[src/rtl/piso_pkg.sv]
// Shared types and helpers for the parallel-in/serial-out shift register.
package piso_pkg;

   typedef enum logic {PISO_IDLE = 1'b0, PISO_SHIFT = 1'b1} piso_state_t;

   // Bits needed to hold 0..width-1, never less than one.
   function automatic int piso_count_width(input int width);
      int w;
      w = 1;
      while ((1 << w) < width) begin
         w = w + 1;
      end
      return w;
   endfunction

endpackage

[src/rtl/piso_hold_register.sv]
// One-word staging register with a full flag, feeding the shifter's next word.
module piso_hold_register #(
   parameter int WIDTH = 8
) (
   input  logic             clock,
   input  logic             reset_n,
   input  logic             write,
   input  logic [WIDTH-1:0] data_in,
   input  logic             take,
   output logic [WIDTH-1:0] data,
   output logic             full
);

   // Capture on write, release on take; the two never coincide.
   always_ff @(posedge clock or negedge reset_n) begin
      if (!reset_n) begin
         data <= {WIDTH{1'b0}};
         full <= 1'b0;
      end else if (write) begin
         data <= data_in;
         full <= 1'b1;
      end else if (take) begin
         full <= 1'b0;
      end
   end

endmodule

[src/rtl/piso_shift_register.sv]
// Parametrised PISO shifter with valid/ready load and valid/last bit framing.
// Optional back-to-back streaming through a hold register: define PISO_PRELOAD_EN.
module piso_shift_register
   import piso_pkg::*;
#(
   parameter int WIDTH     = 8,
   parameter bit MSB_FIRST = 1'b1
) (
   input  logic             clock,
   input  logic             reset_n,
   input  logic             en,
   input  logic [WIDTH-1:0] parallel_in,
   input  logic             load_valid,
   output logic             load_ready,
   output logic             output_bit,
   output logic             output_valid,
   output logic             output_last,
   output logic             busy
);

   localparam int            CW         = piso_count_width(WIDTH);
   localparam logic [CW-1:0] LAST_COUNT = CW'(WIDTH - 1);

   piso_state_t      state_r, state_s;
   logic [WIDTH-1:0] shreg_r, shreg_s;
   logic [CW-1:0]    count_r, count_s;
   logic             bit_r, bit_s;
   logic             valid_r, valid_s;
   logic             last_r, last_s;
   logic             alive_r;
   logic             accept_s;
   logic             at_last_s;

`ifdef PISO_PRELOAD_EN
   logic             hold_write_s;
   logic             hold_take_s;
   logic             hold_full_s;
   logic [WIDTH-1:0] hold_data_s;

   piso_hold_register #(.WIDTH(WIDTH)) u_hold (
      .clock   (clock),
      .reset_n (reset_n),
      .write   (hold_write_s),
      .data_in (parallel_in),
      .take    (hold_take_s),
      .data    (hold_data_s),
      .full    (hold_full_s)
   );

   assign load_ready = alive_r & ~hold_full_s;
`else
   assign load_ready = alive_r & (state_r == PISO_IDLE);
`endif

   assign accept_s     = load_valid & load_ready & en;
   assign at_last_s    = (count_r == LAST_COUNT);
   assign busy         = (state_r == PISO_SHIFT);
   assign output_bit   = bit_r;
   assign output_valid = valid_r;
   assign output_last  = last_r;

   // Keeps load_ready low until the first clock after reset release.
   always_ff @(posedge clock or negedge reset_n) begin
      if (!reset_n) begin
         alive_r <= 1'b0;
      end else begin
         alive_r <= 1'b1;
      end
   end

   // Next-state, shift and framing decisions; en low holds everything.
   always_comb begin
      state_s = state_r;
      shreg_s = shreg_r;
      count_s = count_r;
      bit_s   = bit_r;
      valid_s = valid_r;
      last_s  = last_r;
`ifdef PISO_PRELOAD_EN
      hold_write_s = 1'b0;
      hold_take_s  = 1'b0;
`endif
      if (en) begin
         valid_s = 1'b0;
         last_s  = 1'b0;
         case (state_r)
            PISO_IDLE: begin
               if (accept_s) begin
                  shreg_s = parallel_in;
                  count_s = {CW{1'b0}};
                  state_s = PISO_SHIFT;
               end else begin
                  state_s = PISO_IDLE;
               end
            end
            PISO_SHIFT: begin
               if (MSB_FIRST) begin
                  bit_s   = shreg_r[WIDTH-1];
                  shreg_s = {shreg_r[WIDTH-2:0], 1'b0};
               end else begin
                  bit_s   = shreg_r[0];
                  shreg_s = {1'b0, shreg_r[WIDTH-1:1]};
               end
               valid_s = 1'b1;
               last_s  = at_last_s;
               count_s = count_r + CW'(1);
               if (at_last_s) begin
                  count_s = {CW{1'b0}};
`ifdef PISO_PRELOAD_EN
                  if (hold_full_s) begin
                     shreg_s     = hold_data_s;
                     hold_take_s = 1'b1;
                  end else if (accept_s) begin
                     shreg_s = parallel_in;
                  end else begin
                     state_s = PISO_IDLE;
                  end
`else
                  state_s = PISO_IDLE;
`endif
               end else begin
`ifdef PISO_PRELOAD_EN
                  hold_write_s = accept_s;
`else
                  state_s = PISO_SHIFT;
`endif
               end
            end
            default: begin
               state_s = PISO_IDLE;
            end
         endcase
      end else begin
         state_s = state_r;
      end
   end

   // State, datapath and registered outputs.
   always_ff @(posedge clock or negedge reset_n) begin
      if (!reset_n) begin
         state_r <= PISO_IDLE;
         shreg_r <= {WIDTH{1'b0}};
         count_r <= {CW{1'b0}};
         bit_r   <= 1'b0;
         valid_r <= 1'b0;
         last_r  <= 1'b0;
      end else begin
         state_r <= state_s;
         shreg_r <= shreg_s;
         count_r <= count_s;
         bit_r   <= bit_s;
         valid_r <= valid_s;
         last_r  <= last_s;
      end
   end

endmodule
[config.mk]
export PLATFORM = sky130hd
export DESIGN_NAME = piso_shift_register
export DESIGN_NICKNAME = d
export VERILOG_FILES = /design/src/rtl/piso_pkg.sv /design/src/rtl/piso_hold_register.sv /design/src/rtl/piso_shift_register.sv
export SDC_FILE = /design/constraint.sdc
export NUM_CORES = 1
export LEC_CHECK = 0
export ABC_AREA = 1
export CAP_MARGIN = 30
export CORE_MARGIN = 5
export CORE_UTILIZATION = 45
export CTS_BUF_LIST = sky130_fd_sc_hd__clkbuf_4
export CTS_CLUSTER_SIZE = 10
export DETAILED_ROUTE_END_ITERATION = 10
export DONT_BUFFER_PORTS = 1
export PLACE_DENSITY_LB_ADDON = 0.3
export SYNTH_ARGS = -nofsm -noshare
export SYNTH_HDL_FRONTEND = slang
export SYNTH_SLANG_ARGS = --single-unit
[constraint.sdc]
create_clock -name clock -period 1.45 [get_ports clock]
set_input_delay 0.0725 -clock clock [delete_from_list [all_inputs] [get_ports clock]]
set_output_delay 0.0725 -clock clock [all_outputs]
set_load 0.02 [all_outputs]
Word-level counts from Yosys, hierarchy flattened
Index checks and enable logic that the tools add are counted.
Word-level totals
  bits in read-only memories: 0
  latch bits: 0
  output and inout bits: 5
  word-level logic and storage cells: 26
  memories kept: 0
  register bits: 16
  RAM bits: 0
Operators by class
  divide/modulo/power cells: 0
  eq/ne operators: 2
  magnitude comparators: 0
  bitwise gates (word level): 4
  shifts and indexed selects: 0
  add/sub/neg operators: 1
  multiplexer cells: 10
  reductions and logical operators: 2
  multiply operators: 0
Operators with widths (count)
  case mux 8 bit (2 select lines): 1
  2-to-1 mux 8 bit: 1
  2-to-1 mux 3 bit: 2
  case mux 3 bit (2 select lines): 1
  2-to-1 mux 1 bit: 4
  AND reduction 2 bit: 2
  adder 3 x 1 -> 3 bit, second input constant: 1
  AND 1 bit: 3
  == test 3 bit, second input constant: 1
  != test 2 bit, second input constant: 1
  case mux 1 bit (2 select lines): 1
  inverter 1 bit: 1

Logic depth before layout (Yosys ltp)
Gate-level depths: netlist (run 1).
  depth after elaboration: 6
  mapped depth: 6
  depth with buffers taken out: 6

Worst setup path before layout (run 1)
OpenSTA, ideal clock, no wires.
  path type: reg2reg
  start point: reg state_r, in the netlist busy
  end point: reg shreg_r[1]
  stages on the path, launching flop included: 7
  arrival: 1092 ps
  path slack: 242 ps
  path buffers: 2
  library setup time: 116 ps
  path through: dfrtp_1 > buf_6 > nor2_8 > nand2_4 > buf_6 > nand3_2 > nand2_1
Between the ends
  longest elaborated chain between the ends: 6
  elaborated cells between the ends (all ways): 7
  those cells by class: 1 x eq/ne; 1 x mux; 4 x bitwise; 1 x reduce/logical
RTL lines
  start: declaration: line piso_shift_register.sv:24  | piso_state_t state_r, state_s;
  start signal: assignment: line piso_shift_register.sv:148  | state_r <= state_s;
  inverter 1 bit
  AND 1 bit: line piso_shift_register.sv:52  | assign load_ready = alive_r & (state_r == PISO_IDLE);
  net load_ready: line piso_shift_register.sv:14  | output logic load_ready,
  AND 1 bit (2 in a row): line piso_shift_register.sv:55  | assign accept_s = load_valid & load_ready & en;
  != test 2 bit (no source line)
  AND reduction 2 bit (no source line)
  end signal: assignment: line piso_shift_register.sv:142  | shreg_r <= {WIDTH{1'b0}};
  end signal: assignment: line piso_shift_register.sv:149  | shreg_r <= shreg_s;
  end: declaration: line piso_shift_register.sv:25  | logic [WIDTH-1:0] shreg_r, shreg_s;
The timed path passes the listed nets, and every way through them passes these cells.
A chain may end at the register's enable or synchronous reset.

Worst setup path after layout (run 1)
  start point: reg state_r, in the netlist busy
  end point: reg shreg_r[3]
The elaborated chain is that of the path after synthesis.

==> results of run 1 <==
-- registers in the layout, summed over array words and instances, names as in the netlist --
| signal | count |
|---|---|
| output_last | 1 |
| busy | 1 |
| output_valid | 1 |
| shreg_r | 8 |
| count_r | 3 |
| output_bit | 1 |
| alive_r | 1 |
-- through the flow --
stage          instance area (um^2)  setup slack [ps]  hold slack (ps)  instances
6_report                        918               231             8.67        127
5_1_grt                         918               115             37.5        127
4_1_cts                         918               209             2.69        127
3_5_place_dp                    862               238             -223        120
3_3_place_gp                    862               281             -223        120
2_1_floorplan                   857               242             -223         97
-- power breakdown --
group	leakage (nW)	switching (mW)	internal, mW
logic	0.291	0.321	0.219
clock network	0.0154	0.137	0.0999
registers	0.203	0.167	0.606
total	0.509	0.625	0.925
-- worst max path at each step --
stage	endpoint	slack [ps]
3_5_place_dp	shreg_r[3]	240
2_1_floorplan	shreg_r[1]	240
6_report	shreg_r[3]	230
3_3_place_gp	shreg_r[3]	280
4_1_cts	shreg_r[3]	210
5_1_grt	shreg_r[3]	120
-- worst max-delay path, stage by stage (launching register included) --
cell	delay (ps)
dfrtp_1	490
nor2_8	210
nand2_4	160
nand2_2	160
nand2_1	70
nand2_1	60
-- logic make-up (layout without fill, tap and decap cells) --
| kind of cell | after synthesis | in the layout |
|---|---|---|
| flops | 16 | 16 |
| buf+inv | 17 | 22 |
| simple gates | 52 | 52 |
| compound gates | 9 | 9 |
| other cells | 1 | 1 |
| fa+ha+maj | 2 | 2 |
-- final cells by class --
type                    instances  share of cell area
flip-flops and latches         16               0.436
repair buffers                  5              0.0490
multi-input cells              64               0.398
well taps                      25              0.0341
inverters                      13              0.0545
clock buffers                   3              0.0245
clock inverters                 1             0.00409
-- layer usage --
layer | global-route usage | up-vias | share of wire
li1 | - | 309 | -
met1 | 0.163 | 263 | 0.50
met2 | 0.165 | 20 | 0.41
met3 | 0.0277 | 5 | 0.059
met4 | 0.0511 | 0 | 0.022
met5 | 0 | - | 0
-- layout by cell type (no fill, tap or decap) --
cell           Yosys  final
dfrtp_1           16     16
ha_1               2      2
o21ai_0            7      7
clkbuf_4           0      3
clkinv_2           1      1
nand4_1            1      1
nand2_4            2      2
nand2_1           35     35
buf_4              1      2
nand2_2            1      1
conb_1             1      1
clkinv_1           0      1
dlygate4sd3_1      0      3
nand3_2            9      9
o21ai_1            2      2
inv_1             12     12
nand3_1            3      3
nor2_8             1      1
==> results.yml, run 1 <==
power:
  total_power_mw: 1.55
  ir_worst_vdd_mv: 0.998
  cellPowerDensity_nw_per_um2: 1690
  p_leak_nw: 0.509
hold_path:
  hold_depth: 4
  whs_endpoint: "shreg_r[5]"
  hold_class: "in2reg"
  hp-start: "parallel_in[5]"
logic_synthesis:
  yosysTopAreaCellShare: 0.467
  synth_area_leaders: "dfrtp_1 (47%), nand2_1 (15%), nand3_2 (11%), inv_1 (5.3%), o21ai_0 (4.1%)"
  synth_xor_xnor_area_share: 0
  syn_inst: 97
  synth_edf_count: 0
  synthDistinctLibCells: 16
  yosys_warnings: 0
  async_flop_share: 1.00
  synth_compound_area_frac: 0.0526
  synth_fp_nets: 111
  synth_top_family_by_area: "simple AND/OR/NAND/NOR gates"
  yosysMostFrequentCell: "nand2_1"
  synthSimpleGateAreaFrac: 0.340
  synth_area_um2: 857
  avgSynthCellArea_um2: 8.84
  synthTopCellsByCount: "nand2_1 (35), dfrtp_1 (16), inv_1 (12), nand3_2 (9), o21ai_0 (7)"
  ys.flop_type: "dfrtp_1"
  yosys.area_share.adder: 0.0292
  yosysSeqAreaShare: 0.467
  ys_ff_latch: 16
  yosys.area.top_type: "dfrtp_1"
  synthMuxAreaShare: 0
critical_path:
  start_kind: "flop"
  required_ps: 1680
  worstReg2RegStart: "busy"
  ff2ff_path_depth: 5
  worstPathArrival_ps: 1440
  endpoint_kind: "flop"
  startpoint: "busy"
  r2r_end: "shreg_r[3]"
  crit_type: "reg2reg"
  rrSetupSlack_ps: 230
  path_max_fanout: 13
timing:
  worst_slew_pin_slew_ps: 736
  drv_slew: 0
  slew-limit-headroom: 0.508
  fin_crit_ps: 1220
  fmax_ghz: 0.820
  clock_skew_ps: 3.61
  hold_violations: 0
  fin_tns_setup_ps: 0
  setup_viol_count_final: 0
  period_share: 0.841
  rsz0062_at_grt: "no"
die:
  ioPinCount: 17
  die_y_um: 53.6
  die_w_um: 53.6
  start_util: 0.486
  die-area_um2: 2880
  num_rows: 15
  core_um2: 1760
clocking:
  clk_latency_ps: 280
  clock_sinks: 16
  clk_pin_slew_ps: 90
  tritoncts: "done"
  clockBufferDepth: 2
  cts_root_buf: "clkbuf_4"
  ctsHoldBuffers: 3
  htreeDepth: 1
  cts_buffers: 3
  cts_setup_buffers: 0
  cts.repair.resized: 0
finish:
  nets: 117
  seqCellArea_um2: 400
  multiInputGateArea_um2: 365
  area_delta_synth_final_pct: 7.15
  post-route-util: 0.521
  insertedDiodeCount: 0
  final.fill_count: 183
  drive_above_1_share: 0.186
global_route:
  grt_first_pass_wirelength_um: 2400
  grt-ovfl-total: 0
  track_usage: 0.115
  grt_max_degree: 17
  first_global_vias: 562
  antenna_found_initial: 0
detailed_routing:
  drc: 0
  drt_iter0_markers: 14
  ant_nets: 0
  num_vias: 597
  avgRoutedWirePerCell_um: 11.6
  drtPass1Iterations: 4
  wl_um: 1470
  routed_via_density: 4.70
placed_design:
  dp.final_hpwl_um: 1050
  port_buffers: 0
  routabilityCongestion: 0.767
job:
  drv_cap: 0
outcome:
  status: "finished clean"
Power figures use the tool's default switching activity.
==> inputs of run 2 (changes only) <==
- clock period: 1.45 -> 1.1 ns (I/O delays scaled with it)
==> results.yml, run 2 (same netlist as run 1, synthesis figures left out) <==
outcome:
  status: "finished with violations"
  violations: "hold timing, setup timing"
detailed_routing:
  drtPass1Iterations: 4
  routed_via_density: 4.76
  avgRoutedWirePerCell_um: 11.8
  ant_nets: 0
  drc: 0
  drt_iter0_markers: 11
  num_vias: 619
  wl_um: 1540
die:
  die_w_um: 53.6
  core_um2: 1760
  start_util: 0.486
  die_y_um: 53.6
  die-area_um2: 2880
  num_rows: 15
  ioPinCount: 17
critical_path:
  cp.depth: 2
  crit_type: "reg2out"
  critPathSlowestCell: "dfrtp_2"
  ff2ff_path_depth: 5
  worstPathArrival_ps: 1050
  rrSetupSlack_ps: 40
  path_max_fanout: 4
  endpoint_kind: "output pin"
  path_cells: "nor2_8 -> buf_6"
  r2r_end: "busy"
  max_stage_delay_ps: 490
  crit_buf_inv: 1
  start_kind: "flop"
  required_ps: 1040
  crit_family: "flip-flops"
  worstReg2RegStart: "count_r[0]"
timing:
  timing.final.ws_setup_ps: -4.66
  fin_tns_setup_ps: -4.66
  fmax_ghz: 0.905
  worst_slew_pin_slew_ps: 699
  rsz0062_at_grt: "yes"
  setup_viol_count_final: 1
  period_share: 1.00
  hold_slack_ps: -5.75
  slew-limit-headroom: 0.532
  hold_violations: 2
  clock_skew_ps: 10.5
  drv_slew: 0
  fin_crit_ps: 1100
global_route:
  track_usage: 0.123
  grt_first_pass_wirelength_um: 2520
  grt_max_degree: 17
  antenna_found_initial: 0
  grt-ovfl-total: 0
  first_global_vias: 575
placed_design:
  port_buffers: 0
  routabilityCongestion: 0.798
  dp.final_hpwl_um: 1140
  post_dp_cell_area_um2: 891
power:
  total_power_mw: 2.24
  cellPowerDensity_nw_per_um2: 2250
  p_int_mw: 1.36
  power.share.switching: 0.391
  ir_worst_vdd_mv: 1.44
  p_seq_frac: 0.455
  p_switching_mw: 0.874
  comb_power_share: 0.394
  p_leak_nw: 0.523
  clkPwrFrac: 0.151
clocking:
  cts_root_buf: "clkbuf_4"
  clockBufferDepth: 2
  clock_sinks: 16
  clk_pin_slew_ps: 100
  clk_latency_ps: 280
  cts_buffers: 3
  tritoncts: "done"
  htreeDepth: 1
finish:
  final.fill_count: 185
  final_cell_area_um2: 993
  regMostFlops: "shreg_r"
  mostFrequentLayoutCells: "nand2_1 (35), dfrtp_1 (15), inv_1 (11)"
  final_common_cell: "nand2_1"
  area_delta_synth_final_pct: 15.9
  drive_above_1_share: 0.257
  nets: 120
  multiInputGateArea_um2: 393
  largest_reg_flops: 8
  insertedDiodeCount: 0
  top_regs: "shreg_r x8, count_r x3"
  seqCellArea_um2: 402
  post-route-util: 0.563
hold_path:
  whs_endpoint: "shreg_r[4]"
  hp-start: "parallel_in[4]"
  hold_class: "in2reg"
  hold_depth: 4
job:
  drv_cap: 0
[run 2: cell count changes in the layout (fill, tap and decap cells not counted), sizes merged]
cell    before  now
buf          2    5
clkbuf       3    4
clkinv       2    1
[run 2: repair_timing]
item | CTS | global route
pin swaps | 0 | 1
hold endpoints to repair | 20 | 0
resized for setup | 0 | 13
buffers inserted | 0 | 1
hold buffers | 3 | 0
setup endpoints to repair | 7 | 13
[run 2: layout make-up]
type | count | area share
Clock buffer | 4 | 0.0302
Inverter | 13 | 0.0504
Tap cell | 25 | 0.0315
Multi-Input combinational cell | 64 | 0.395
Timing Repair Buffer | 8 | 0.0882
Sequential cell | 16 | 0.404
[run 2: routing by layer]
layer  vias up  GRT usage  share of wire
li1        318          -              -
met1       286      0.163           0.46
met2        11      0.186           0.48
met3         4     0.0277          0.036
met4         0     0.0638          0.016
met5         -          0              0
[run 2: tightest hold or removal path, cell delays in order]
cell and delay [ps]:
inv_1 30, o21ai_1 50, nand2_1 60, nand2_1 40
[run 2: worst max-delay path by stage]
stage	from	to	slack, ps
6_report	busy	load_ready	-5
5_1_grt	busy	load_ready	-50
3_5_place_dp	alive_r	shreg_r[6]	-0.5
2_1_floorplan	busy	shreg_r[1]	-60
4_1_cts	alive_r	shreg_r[6]	-30
3_3_place_gp	alive_r	shreg_r[5]	20
[run 2: per-stage QoR]
| stage | setup slack (ps) | cells |
|---|---|---|
| CTS | -28.6 | 129 |
| detailed placement | -0.540 | 122 |
| global placement | 17.4 | 122 |
| floorplan | -58.7 | 97 |
| global route | -52.1 | 130 |
| finish | -4.66 | 130 |
[run 2: power groups by stage]
stage | Combinational (mW) | Sequential, mW | Clock [mW]
2_1_floorplan | 0.641 | 0.991 | 0
6_report | 0.881 | 1.02 | 0.339
5_1_grt | 1.01 | 1.05 | 0.383
3_5_place_dp | 0.762 | 1.03 | 0
3_3_place_gp | 0.751 | 1.03 | 0
4_1_cts | 0.785 | 1.02 | 0.353
==> inputs of run 3 (changes only) <==
--- a/config.mk
+++ b/config.mk
@@ -15,4 +15,5 @@
 export DONT_BUFFER_PORTS = 1
 export PLACE_DENSITY_LB_ADDON = 0.3
+export REMOVE_ABC_BUFFERS = 1
 export SYNTH_ARGS = -nofsm -noshare
 export SYNTH_HDL_FRONTEND = slang
==> constraint.sdc (replaced) <==
create_clock -name clock -period 1.1 [get_ports clock]
set_input_delay 0.22 -clock clock [delete_from_list [all_inputs] [get_ports clock]]
set_output_delay 0.22 -clock clock [all_outputs]
set_load 0.02 [all_outputs]
==> results.yml, run 3 (same netlist as run 1, synthesis figures left out) <==
detailed_routing:
  drt_iter0_markers: 10
  avgRoutedWirePerCell_um: 10.9
  drc: 0
  ant_nets: 0
  routed_via_density: 4.74
  wl_um: 1480
  num_vias: 644
  drtPass1Iterations: 4
power:
  p_leak_nw: 0.562
  cellPowerDensity_nw_per_um2: 2240
  p_switching_mw: 0.878
  p_seq_frac: 0.426
  power.share.switching: 0.379
  ir_worst_vdd_mv: 1.30
  p_int_mw: 1.44
  comb_power_share: 0.449
  clkPwrFrac: 0.126
global_route:
  antenna_found_initial: 0
  grt_first_pass_wirelength_um: 2770
  track_usage: 0.136
  first_global_vias: 663
  grt-ovfl-total: 0
  grt_max_degree: 17
finish:
  largest_reg_flops: 8
  final_cell_area_um2: 1040
  top_regs: "shreg_r x8, count_r x3"
  regMostFlops: "shreg_r"
  mostFrequentLayoutCells: "nand2_1 (35), dfrtp_1 (16), inv_1 (11)"
  area_delta_synth_final_pct: 20.9
  drive_above_1_share: 0.297
  nets: 127
  final_common_cell: "nand2_1"
  insertedDiodeCount: 0
  post-route-util: 0.587
timing:
  fmax_ghz: 0.787
  period_share: 1.16
  timing.final.ws_setup_ps: -171
  worst_slew_pin_slew_ps: 694
  rsz0062_at_grt: "yes"
  slew-limit-headroom: 0.536
  setup_viol_count_final: 12
  hold_violations: 0
  fin_tns_setup_ps: -737
  drv_slew: 0
  fin_crit_ps: 1270
  hold_slack_ps: 78.1
  clock_skew_ps: 0.588
placed_design:
  dp.final_hpwl_um: 1120
  routabilityCongestion: 0.753
  port_buffers: 0
  post_dp_cell_area_um2: 950
critical_path:
  ff2ff_path_depth: 7
  path_cells: "buf_6 -> buf_12 -> buf_8"
  worstPathArrival_ps: 1050
  required_ps: 880
  path_max_fanout: 2
  max_stage_delay_ps: 400
  critPathSlowestCell: "dfrtp_1"
  start_kind: "flop"
  crit_type: "reg2out"
  endpoint_kind: "output pin"
hold_path:
  hold_class: "in2reg"
  hold_depth: 2
die:
  die_y_um: 53.6
  die-area_um2: 2880
  die_w_um: 53.6
  num_rows: 15
  start_util: 0.486
  core_um2: 1760
  ioPinCount: 17
clocking:
  cts_buffers: 3
  cts_root_buf: "clkbuf_4"
  clk_latency_ps: 270
  clock_sinks: 16
  clockBufferDepth: 2
  htreeDepth: 1
  clk_pin_slew_ps: 80
  tritoncts: "done"
job:
  drv_cap: 0
outcome:
  violations: "setup timing"
  status: "finished with violations"
## run 3: cell types whose count changed in the layout (fill, tap and decap cells not counted)
cell / change
nand2_2: +1
ha_2: -2
o21ai_2: +1
nand2_8: -1
dfrtp_1: +1
buf_6: +3
o21ai_0: -1
buf_8: +1
clkbuf_4: -1
dlygate4sd3_1: -2
buf_4: +5
dfrtp_2: -1
ha_1: +2
## run 3: critical path, delay by kind of cell, from the launching register on
| kind | cells | cell delay [ps] |
|---|---|---|
| flip-flops | 1 | 400 |
| buffers and inverters | 3 | 380 |
## run 3: what timing repair did
item                                   in CTS  in global routing
resized for setup                          11                  5
pin swaps                                   1                  1
setup endpoints to repair                  10                 15
setup buffers                               2                  0
hold buffers                                1                  0
endpoints found under the hold margin      16                  0
## run 3: path summary, 6_finish.rpt
| path | startpoint | end | slack (ps) |
|---|---|---|---|
| max reg2reg | busy | shreg_r[1] | -70 |
| max in group asynchronous | reset_n | shreg_r[0] | 240 |
| min | parallel_in[0] | shreg_r[0] | 80 |
| min in group asynchronous | reset_n | count_r[0] | 420 |
| max | busy | busy | -170 |
| min reg2reg | shreg_r[7] | output_bit | 480 |
## run 3: power by group through the flow
stage	combinational (mW)	sequential [mW]	clock [mW]
6_report	1.04	0.986	0.292
5_1_grt	1.19	1.02	0.335
4_1_cts	1.03	0.988	0.305
3_5_place_dp	0.925	0.994	0
3_3_place_gp	0.897	0.991	0
2_1_floorplan	0.491	1.05	0
## run 3: layer usage
layer,routed length (um),GRT usage,vias up
li1,-,-,331
met2,662,0.216,14
met4,34,0.0766,0
met1,708,0.172,295
met3,76,0.0277,4
met5,0,0,-
## run 3: final cells by class
type | count | area [um^2]
fillers | 186 | 728
multi-input cells | 64 | 378
well taps | 25 | 31.3
inverters | 13 | 50.0
flip-flops and latches | 16 | 400
clock buffers | 3 | 22.5
repair buffers | 15 | 154
## run 3: stage by stage
step                      power (mW)  instances  setup WS, ps
final                           2.32        136          -171
after global routing            2.55        136          -217
after CTS                       2.33        136          -187
after detailed placement        1.92        130         -18.6
after global placement          1.89        130          39.8
after floorplan                 1.55         93          -299
